File: src/rtl/geo_pkg.sv
// Shared types and constants for the geofence frame feeder.
package geo_pkg;

    localparam int COORD_W   = 10;
    localparam int FRAME_LEN = 7;
    localparam int IDX_W     = 3;

    localparam logic [IDX_W-1:0] LAST_IDX = IDX_W'(FRAME_LEN - 1);

    typedef struct packed {
        logic [COORD_W-1:0] x;
        logic [COORD_W-1:0] y;
    } point_t;

    typedef enum logic [1:0] {
        PARK,
        STREAM,
        WAIT
    } feeder_state_t;

endpackage

File: src/rtl/geo_frame_bank.sv
// Two-bank point store: one bank fills while the other is replayed; each bank
// has a full flag that only the read side's free pulse can clear.
module geo_frame_bank
    import geo_pkg::*;
(
    input  logic             clk,
    input  logic             reset,
    input  logic             wr_valid_i,
    input  point_t           wr_data_i,
    output logic             wr_ready_o,
    input  logic [IDX_W-1:0] rd_idx_i,
    output point_t           rd_data_o,
    output logic             rd_full_o,
    input  logic             free_i
);

    point_t           mem_q [2][FRAME_LEN];
    logic [1:0]       full_q, full_d;
    logic             wrBank_q, rdBank_q;
    logic [IDX_W-1:0] wrIdx_q, wrIdx_d;
    logic             wrFire;
    logic             wrLast;

    assign wr_ready_o = !full_q[wrBank_q];
    assign wrFire     = wr_valid_i && wr_ready_o;
    assign wrLast     = wrFire && (wrIdx_q == LAST_IDX);
    assign rd_full_o  = full_q[rdBank_q];
    assign rd_data_o  = mem_q[rdBank_q][rd_idx_i];

    // Filling one bank and freeing the other can coincide; both updates apply.
    always_comb begin
        full_d  = full_q;
        wrIdx_d = wrIdx_q;
        if (wrFire) begin
            if (wrLast) begin
                full_d[wrBank_q] = 1'b1;
                wrIdx_d          = '0;
            end else begin
                wrIdx_d = wrIdx_q + 3'd1;
            end
        end
        if (free_i) begin
            full_d[rdBank_q] = 1'b0;
        end
    end

    always_ff @(posedge clk) begin
        if (reset) begin
            full_q   <= '0;
            wrIdx_q  <= '0;
            wrBank_q <= 1'b0;
            rdBank_q <= 1'b0;
        end else begin
            full_q  <= full_d;
            wrIdx_q <= wrIdx_d;
            if (wrLast) begin
                wrBank_q <= ~wrBank_q;
            end
            if (free_i) begin
                rdBank_q <= ~rdBank_q;
            end
        end
    end

    always_ff @(posedge clk) begin
        if (wrFire) begin
            mem_q[wrBank_q][wrIdx_q] <= wr_data_i;
        end
    end

endmodule

File: src/rtl/geo_frame_feeder.sv
// Frame feeder for the geofence engine: buffers 7-point frames, replays them to
// the engine and captures its verdict. GEO_FEEDER_TIMEOUT_EN adds a result watchdog.
module geo_frame_feeder
    import geo_pkg::*;
#(
    parameter int ID_W = 8
`ifdef GEO_FEEDER_TIMEOUT_EN
    ,
    parameter int TIMEOUT = 64
`endif
)(
    input  logic               clk,
    input  logic               reset,
    input  logic               in_valid,
    output logic               in_ready,
    input  logic [COORD_W-1:0] in_x,
    input  logic [COORD_W-1:0] in_y,
    output logic               fence_rst,
    output logic [COORD_W-1:0] X,
    output logic [COORD_W-1:0] Y,
    input  logic               fence_valid,
    input  logic               fence_inside,
    output logic               res_valid,
    output logic               res_inside,
    output logic [ID_W-1:0]    res_id
`ifdef GEO_FEEDER_TIMEOUT_EN
    ,
    output logic               timeout_err
`endif
);

    feeder_state_t    state_q, state_d;
    logic [IDX_W-1:0] k_q, k_d;
    point_t           xy_q, xy_d;
    logic             fenceRst_q;
    logic             resValid_q, resValid_d;
    logic             resInside_q, resInside_d;
    logic [ID_W-1:0]  resId_q, resId_d;
    logic [ID_W-1:0]  frameId_q, frameId_d;
    logic             free;
    logic [IDX_W-1:0] rdIdx;
    point_t           rdData;
    logic             rdFull;
    point_t           inPoint;

`ifdef GEO_FEEDER_TIMEOUT_EN
    localparam int CNT_W = (TIMEOUT > 1) ? $clog2(TIMEOUT) : 1;
    logic [CNT_W-1:0] waitCnt_q, waitCnt_d;
    logic             timeoutErr_q, timeoutErr_d;
`endif

    assign inPoint = '{x: in_x, y: in_y};

    geo_frame_bank u_bank (
        .clk        (clk),
        .reset      (reset),
        .wr_valid_i (in_valid),
        .wr_data_i  (inPoint),
        .wr_ready_o (in_ready),
        .rd_idx_i   (rdIdx),
        .rd_data_o  (rdData),
        .rd_full_o  (rdFull),
        .free_i     (free)
    );

    // X/Y are registered, so the bank is read one word ahead of what is on the outputs.
    assign rdIdx = (state_q == STREAM && k_q != LAST_IDX) ? k_q + 3'd1 : '0;

    always_comb begin
        state_d     = state_q;
        k_d         = k_q;
        xy_d        = xy_q;
        resValid_d  = 1'b0;
        resInside_d = resInside_q;
        resId_d     = resId_q;
        frameId_d   = frameId_q;
        free        = 1'b0;
`ifdef GEO_FEEDER_TIMEOUT_EN
        waitCnt_d    = '0;
        timeoutErr_d = timeoutErr_q;
`endif
        unique case (state_q)
            PARK: begin
                if (rdFull) begin
                    state_d = STREAM;
                    k_d     = '0;
                    xy_d    = rdData;
                end
            end
            STREAM: begin
                if (k_q == LAST_IDX) begin
                    state_d = WAIT;
                    k_d     = '0;
                end else begin
                    k_d  = k_q + 3'd1;
                    xy_d = rdData;
                end
            end
            WAIT: begin
                if (fence_valid) begin
                    resValid_d  = 1'b1;
                    resInside_d = fence_inside;
                    resId_d     = frameId_q;
                    frameId_d   = frameId_q + ID_W'(1);
                    free        = 1'b1;
                    state_d     = PARK;
                end
`ifdef GEO_FEEDER_TIMEOUT_EN
                else if (waitCnt_q == CNT_W'(TIMEOUT - 1)) begin
                    timeoutErr_d = 1'b1;
                    frameId_d    = frameId_q + ID_W'(1);
                    free         = 1'b1;
                    state_d      = PARK;
                end else begin
                    waitCnt_d = waitCnt_q + CNT_W'(1);
                end
`endif
            end
            default: begin
                state_d = PARK;
            end
        endcase
    end

    // fence_rst follows the next state so the engine is held in every PARK cycle.
    always_ff @(posedge clk) begin
        if (reset) begin
            state_q     <= PARK;
            k_q         <= '0;
            xy_q        <= '0;
            fenceRst_q  <= 1'b1;
            resValid_q  <= 1'b0;
            resInside_q <= 1'b0;
            resId_q     <= '0;
            frameId_q   <= '0;
        end else begin
            state_q     <= state_d;
            k_q         <= k_d;
            xy_q        <= xy_d;
            fenceRst_q  <= (state_d == PARK);
            resValid_q  <= resValid_d;
            resInside_q <= resInside_d;
            resId_q     <= resId_d;
            frameId_q   <= frameId_d;
        end
    end

`ifdef GEO_FEEDER_TIMEOUT_EN
    always_ff @(posedge clk) begin
        if (reset) begin
            waitCnt_q    <= '0;
            timeoutErr_q <= 1'b0;
        end else begin
            waitCnt_q    <= waitCnt_d;
            timeoutErr_q <= timeoutErr_d;
        end
    end

    assign timeout_err = timeoutErr_q;
`endif

    assign fence_rst  = fenceRst_q;
    assign X          = xy_q.x;
    assign Y          = xy_q.y;
    assign res_valid  = resValid_q;
    assign res_inside = resInside_q;
    assign res_id     = resId_q;

endmodule

File: config.mk
export PLATFORM = sky130hd
export DESIGN_NAME = geo_frame_feeder
export DESIGN_NICKNAME = d
export VERILOG_FILES = /design/src/rtl/geo_pkg.sv /design/src/rtl/geo_frame_bank.sv /design/src/rtl/geo_frame_feeder.sv
export SDC_FILE = /design/constraint.sdc
export NUM_CORES = 1
export LEC_CHECK = 0
export BUFFER_PORTS_ARGS = -buffer_cell sky130_fd_sc_hd__buf_4
export CAP_MARGIN = 20
export CORE_ASPECT_RATIO = 0.7
export CORE_MARGIN = 2
export CORE_UTILIZATION = 55
export CTS_CLUSTER_SIZE = 25
export DETAILED_ROUTE_END_ITERATION = 10
export PLACE_DENSITY = 0.82
export SETUP_SLACK_MARGIN = 0.4
export SKIP_LAST_GASP = 1
export SLEW_MARGIN = 20
export SYNTH_ARGS = -nofsm -noshare
export SYNTH_HDL_FRONTEND = slang
export SYNTH_HIERARCHICAL = 1
export SYNTH_SLANG_ARGS = --single-unit
File: constraint.sdc
create_clock -name clk -period 4.76 [get_ports clk]
set_input_delay 0.238 -clock clk [delete_from_list [all_inputs] [get_ports clk]]
set_output_delay 0.238 -clock clk [all_outputs]
set_load 0.02 [all_outputs]
==> results by group <==
Status
  – Run status: complete, no violations

Timing
  – Worst-Margin Slew: 1089 ps
  – Relative slew margins: a little over a quarter
  – Clock Skew: 10.99 ps
  – Final TNS setup: 0 ps
  – Hold Vio Cnt, Final: 0
  – Worst hold slack: 20.51 ps
  – Clock period minus worst slack: 3582 ps
  – Final period util: approximately three quarters
  – Slew Limit Fails: 0
  – Fmax achieved: around 280 MHz
  – Final setup viols: 0
  – RSZ-0062 raised after global routing: no

Power
  – P_sw: ~1.2 mW
  – Clock share of power: 42.9%
  – Peak supply drop: between 300 and 400 uV
  – Internal power: roughly 4.7 mW
  – Gate power share: under 10%
  – Switch share: 19.56%
  – Leak: between 4 and 5 nW
  – Flop pwr share: 54.3%
  – Pwr/cell area: about 400 nW/um2

Hold path
  – Worst Hold Class: primary input to flop

CTS
  – CTS Buf Count: 30
  – Clock root buffer master: clkbuf_16
  – Worst-path clk slew: 70 ps
  – Hold buffers post-CTS: 21
  – Post-CTS resize count: 0
  – CTS tree: built
  – Clk_lat worst skew: approximately 560 ps
  – H-tree depth: 1
  – Clk sink count: 332
  – # Post-CTS Setup Buffers: 0
  – Bufs on Longest Clock Path: 3

Global route
  – Largest net degree at the start of global routing: 52
  – Initial antenna violation count: 0
  – GR Util All Layers: 23.48%
  – Vias in the first global route: 7296
  – Total grt overflow: 0
  – First-pass GRT wire length: 43.53 mm

Final layout
  – Fraction of layout cells with a size suffix above 1: 23.01%
  – Final core utilization: 65.38%
  – Area grow syn2layout: 15.87%
  – Number of antenna diodes: 0
  – Final nets: ~860

Floorplanning
  – Row cnt: 46
  – Ports: 57
  – Die Ht: 131.9 um
  – Starting Density: 56.42%
  – Die area: roughly 25000 um2
  – Core ar.: ~23000 um2
  – Die X: between 150 and 200 um

Detailed routing
  – Via count: 7298
  – WL/cell: 24.80 um
  – Post-route DRC: 0
  – Vias per cell: 6.248
  – DRT Pass-1 Iters: 7
  – Iter 0 DRT Violations: 820
  – Post-route ant nets: 0
  – Total Wirelength: 28.97 mm

Critical path
  – CP arrival: roughly 4000 ps
  – Critical path class: flop to flop
  – Crit. End Element: flop
  – Critical Path Start Type: flop
  – CP Max Fanout: 18
  – CP Data Required Time: 5250 ps

Yosys
  – Most numerous cell in the Yosys netlist: edfxtp_1
  – Synth Instances: 750
  – Largest cells by area after synthesis: edfxtp_1 65%, mux4_2 8.8%, dfxtp_1 8.1%, mux2i_1 3.1%, a21oi_1 1.9%
  – Synth top area share: approximately 65%
  – Seq cells post-synth: roughly 330
  – Mapped Nets: 780
  – Post-synthesis sequential area ratio: 73.48%
  – Synth top cells by count: 280 x edfxtp_1, 52 x dfxtp_1, 50 x mux4_2
  – Yosys cell types: 49
  – YS warnings: 6
  – Cell Area, Synth: 12860 um2
  – Yosys top cell by area: edfxtp_1
  – Top FF cell, synth: edfxtp_1
  – EDFF count, synth: between 200 and 300
  – Average size of a mapped cell: 17.15 um2
  – Post-synth ARST share: 0%

Placement
  – PortBufs: 56
  – Gpl congestion: 0.7901
  – Final HPWL DP: 16.25 mm

Job
  – Max-cap viol count: 0
metrics by stage:
stage / worst slack [ps] / area (um2) / power [mW] / std cells
2_1_floorplan: 1110 / 12860 / 3.334 / 750
6_report: 1178 / 14900 / 5.896 / 1168
3_3_place_gp: 1494 / 13650 / 3.407 / 1091
4_1_cts: 1283 / 14900 / 5.921 / 1168
3_5_place_dp: 1315 / 13650 / 3.416 / 1091
5_1_grt: 981.9 / 14900 / 6.038 / 1168
power groups by stage:
| stage | clock, mW | sequential (mW) | combinational [mW] |
|---|---|---|---|
| finish | 2.53 | 3.20 | 0.167 |
| global route | 2.65 | 3.20 | 0.183 |
| CTS | 2.55 | 3.20 | 0.167 |
| detailed placement | 0 | 3.26 | 0.151 |
| global placement | 0 | 3.26 | 0.146 |
| floorplan | 0 | 3.26 | 0.0738 |
critical path, stage by stage (launching register included):
cell      delay (ps)
dfxtp_1          400
inv_1            100
ha_1             250
nand2_1          130
nand2_1          130
nor2_1           410
buf_4            290
nand2b_1         510
buf_4            420
o21ai_0          290
o32ai_1          160
a21oi_1          170
nand3_1           90
a21oi_1          160
registers in the layout, indices dropped and copies added, names as in the netlist, named ones only:
name             count
res_valid            1
u_bank/wrBank_q      1
res_id               8
u_bank/wrIdx_q       3
state_q              2
X                   10
u_bank/mem_q       280
res_inside           1
k_q                  3
fence_rst            1
Y                   10
u_bank/full_q        2
u_bank/rdBank_q      1
frameId_q            8
worst paths after layout:
check                    from          to  slack [ps]  cells past startpoint
setup / recovery       k_q[0]        X[0]        1180                     13
hold / removal    fence_valid  state_q[1]          20                      3
setup reg to reg       k_q[0]        X[0]        1180                     13
hold reg to reg     res_id[1]   res_id[1]         460                      2
metal layers:
metal	routed length, um	track usage (%)	vias up
li1	-	-	3161
met1	11290	32.53	3641
met4	683	7.187	0
met5	0	0	-
met3	3237	5.669	54
met2	13760	37.46	442
cell usage in the layout (no fill, tap or decap), types with 5 or more instances in the layout:
| master | instances |
|---|---|
| o32ai_1 | 10 |
| nand3_1 | 25 |
| a22oi_1 | 10 |
| buf_4 | 74 |
| dlygate4sd3_1 | 21 |
| a21oi_1 | 48 |
| clkinv_2 | 9 |
| bufinv_16 | 6 |
| o311ai_1 | 8 |
| o21ai_0 | 43 |
| inv_1 | 8 |
| nand2_1 | 42 |
| nor2_1 | 14 |
| ha_1 | 5 |
| clkbuf_1 | 7 |
| edfxtp_1 | 280 |
| o22ai_1 | 10 |
| mux4_2 | 50 |
| mux2i_1 | 40 |
| clkbuf_16 | 30 |
| dfxtp_1 | 51 |
cell type report:
cell class                 instances  area [um2]
inverter                           8       30.03
timing repair buffer              96       785.8
clock inverter                    19       264.0
clock buffer                      37       777.0
sequential                       332        9453
fill                            1521        7891
multi-input combinational        364        3201
tap                              312       390.4
cell families (layout without fill, tap and decap cells):
kind of cell             count (synthesis)  count (layout)  synth area share, %
adder cells (fa/ha/maj)                  5               5               0.4865
flip-flops                             332             332                73.48
AO/OA/AOI/OAI                          142             142                6.801
XOR/XNOR                                 6               6               0.4086
multiplexers                            92              92                12.06
buffers and inverters                   54             160                2.277
AND/OR/NAND/NOR                        119             119                4.485
Power figures use the tool's default switching activity.
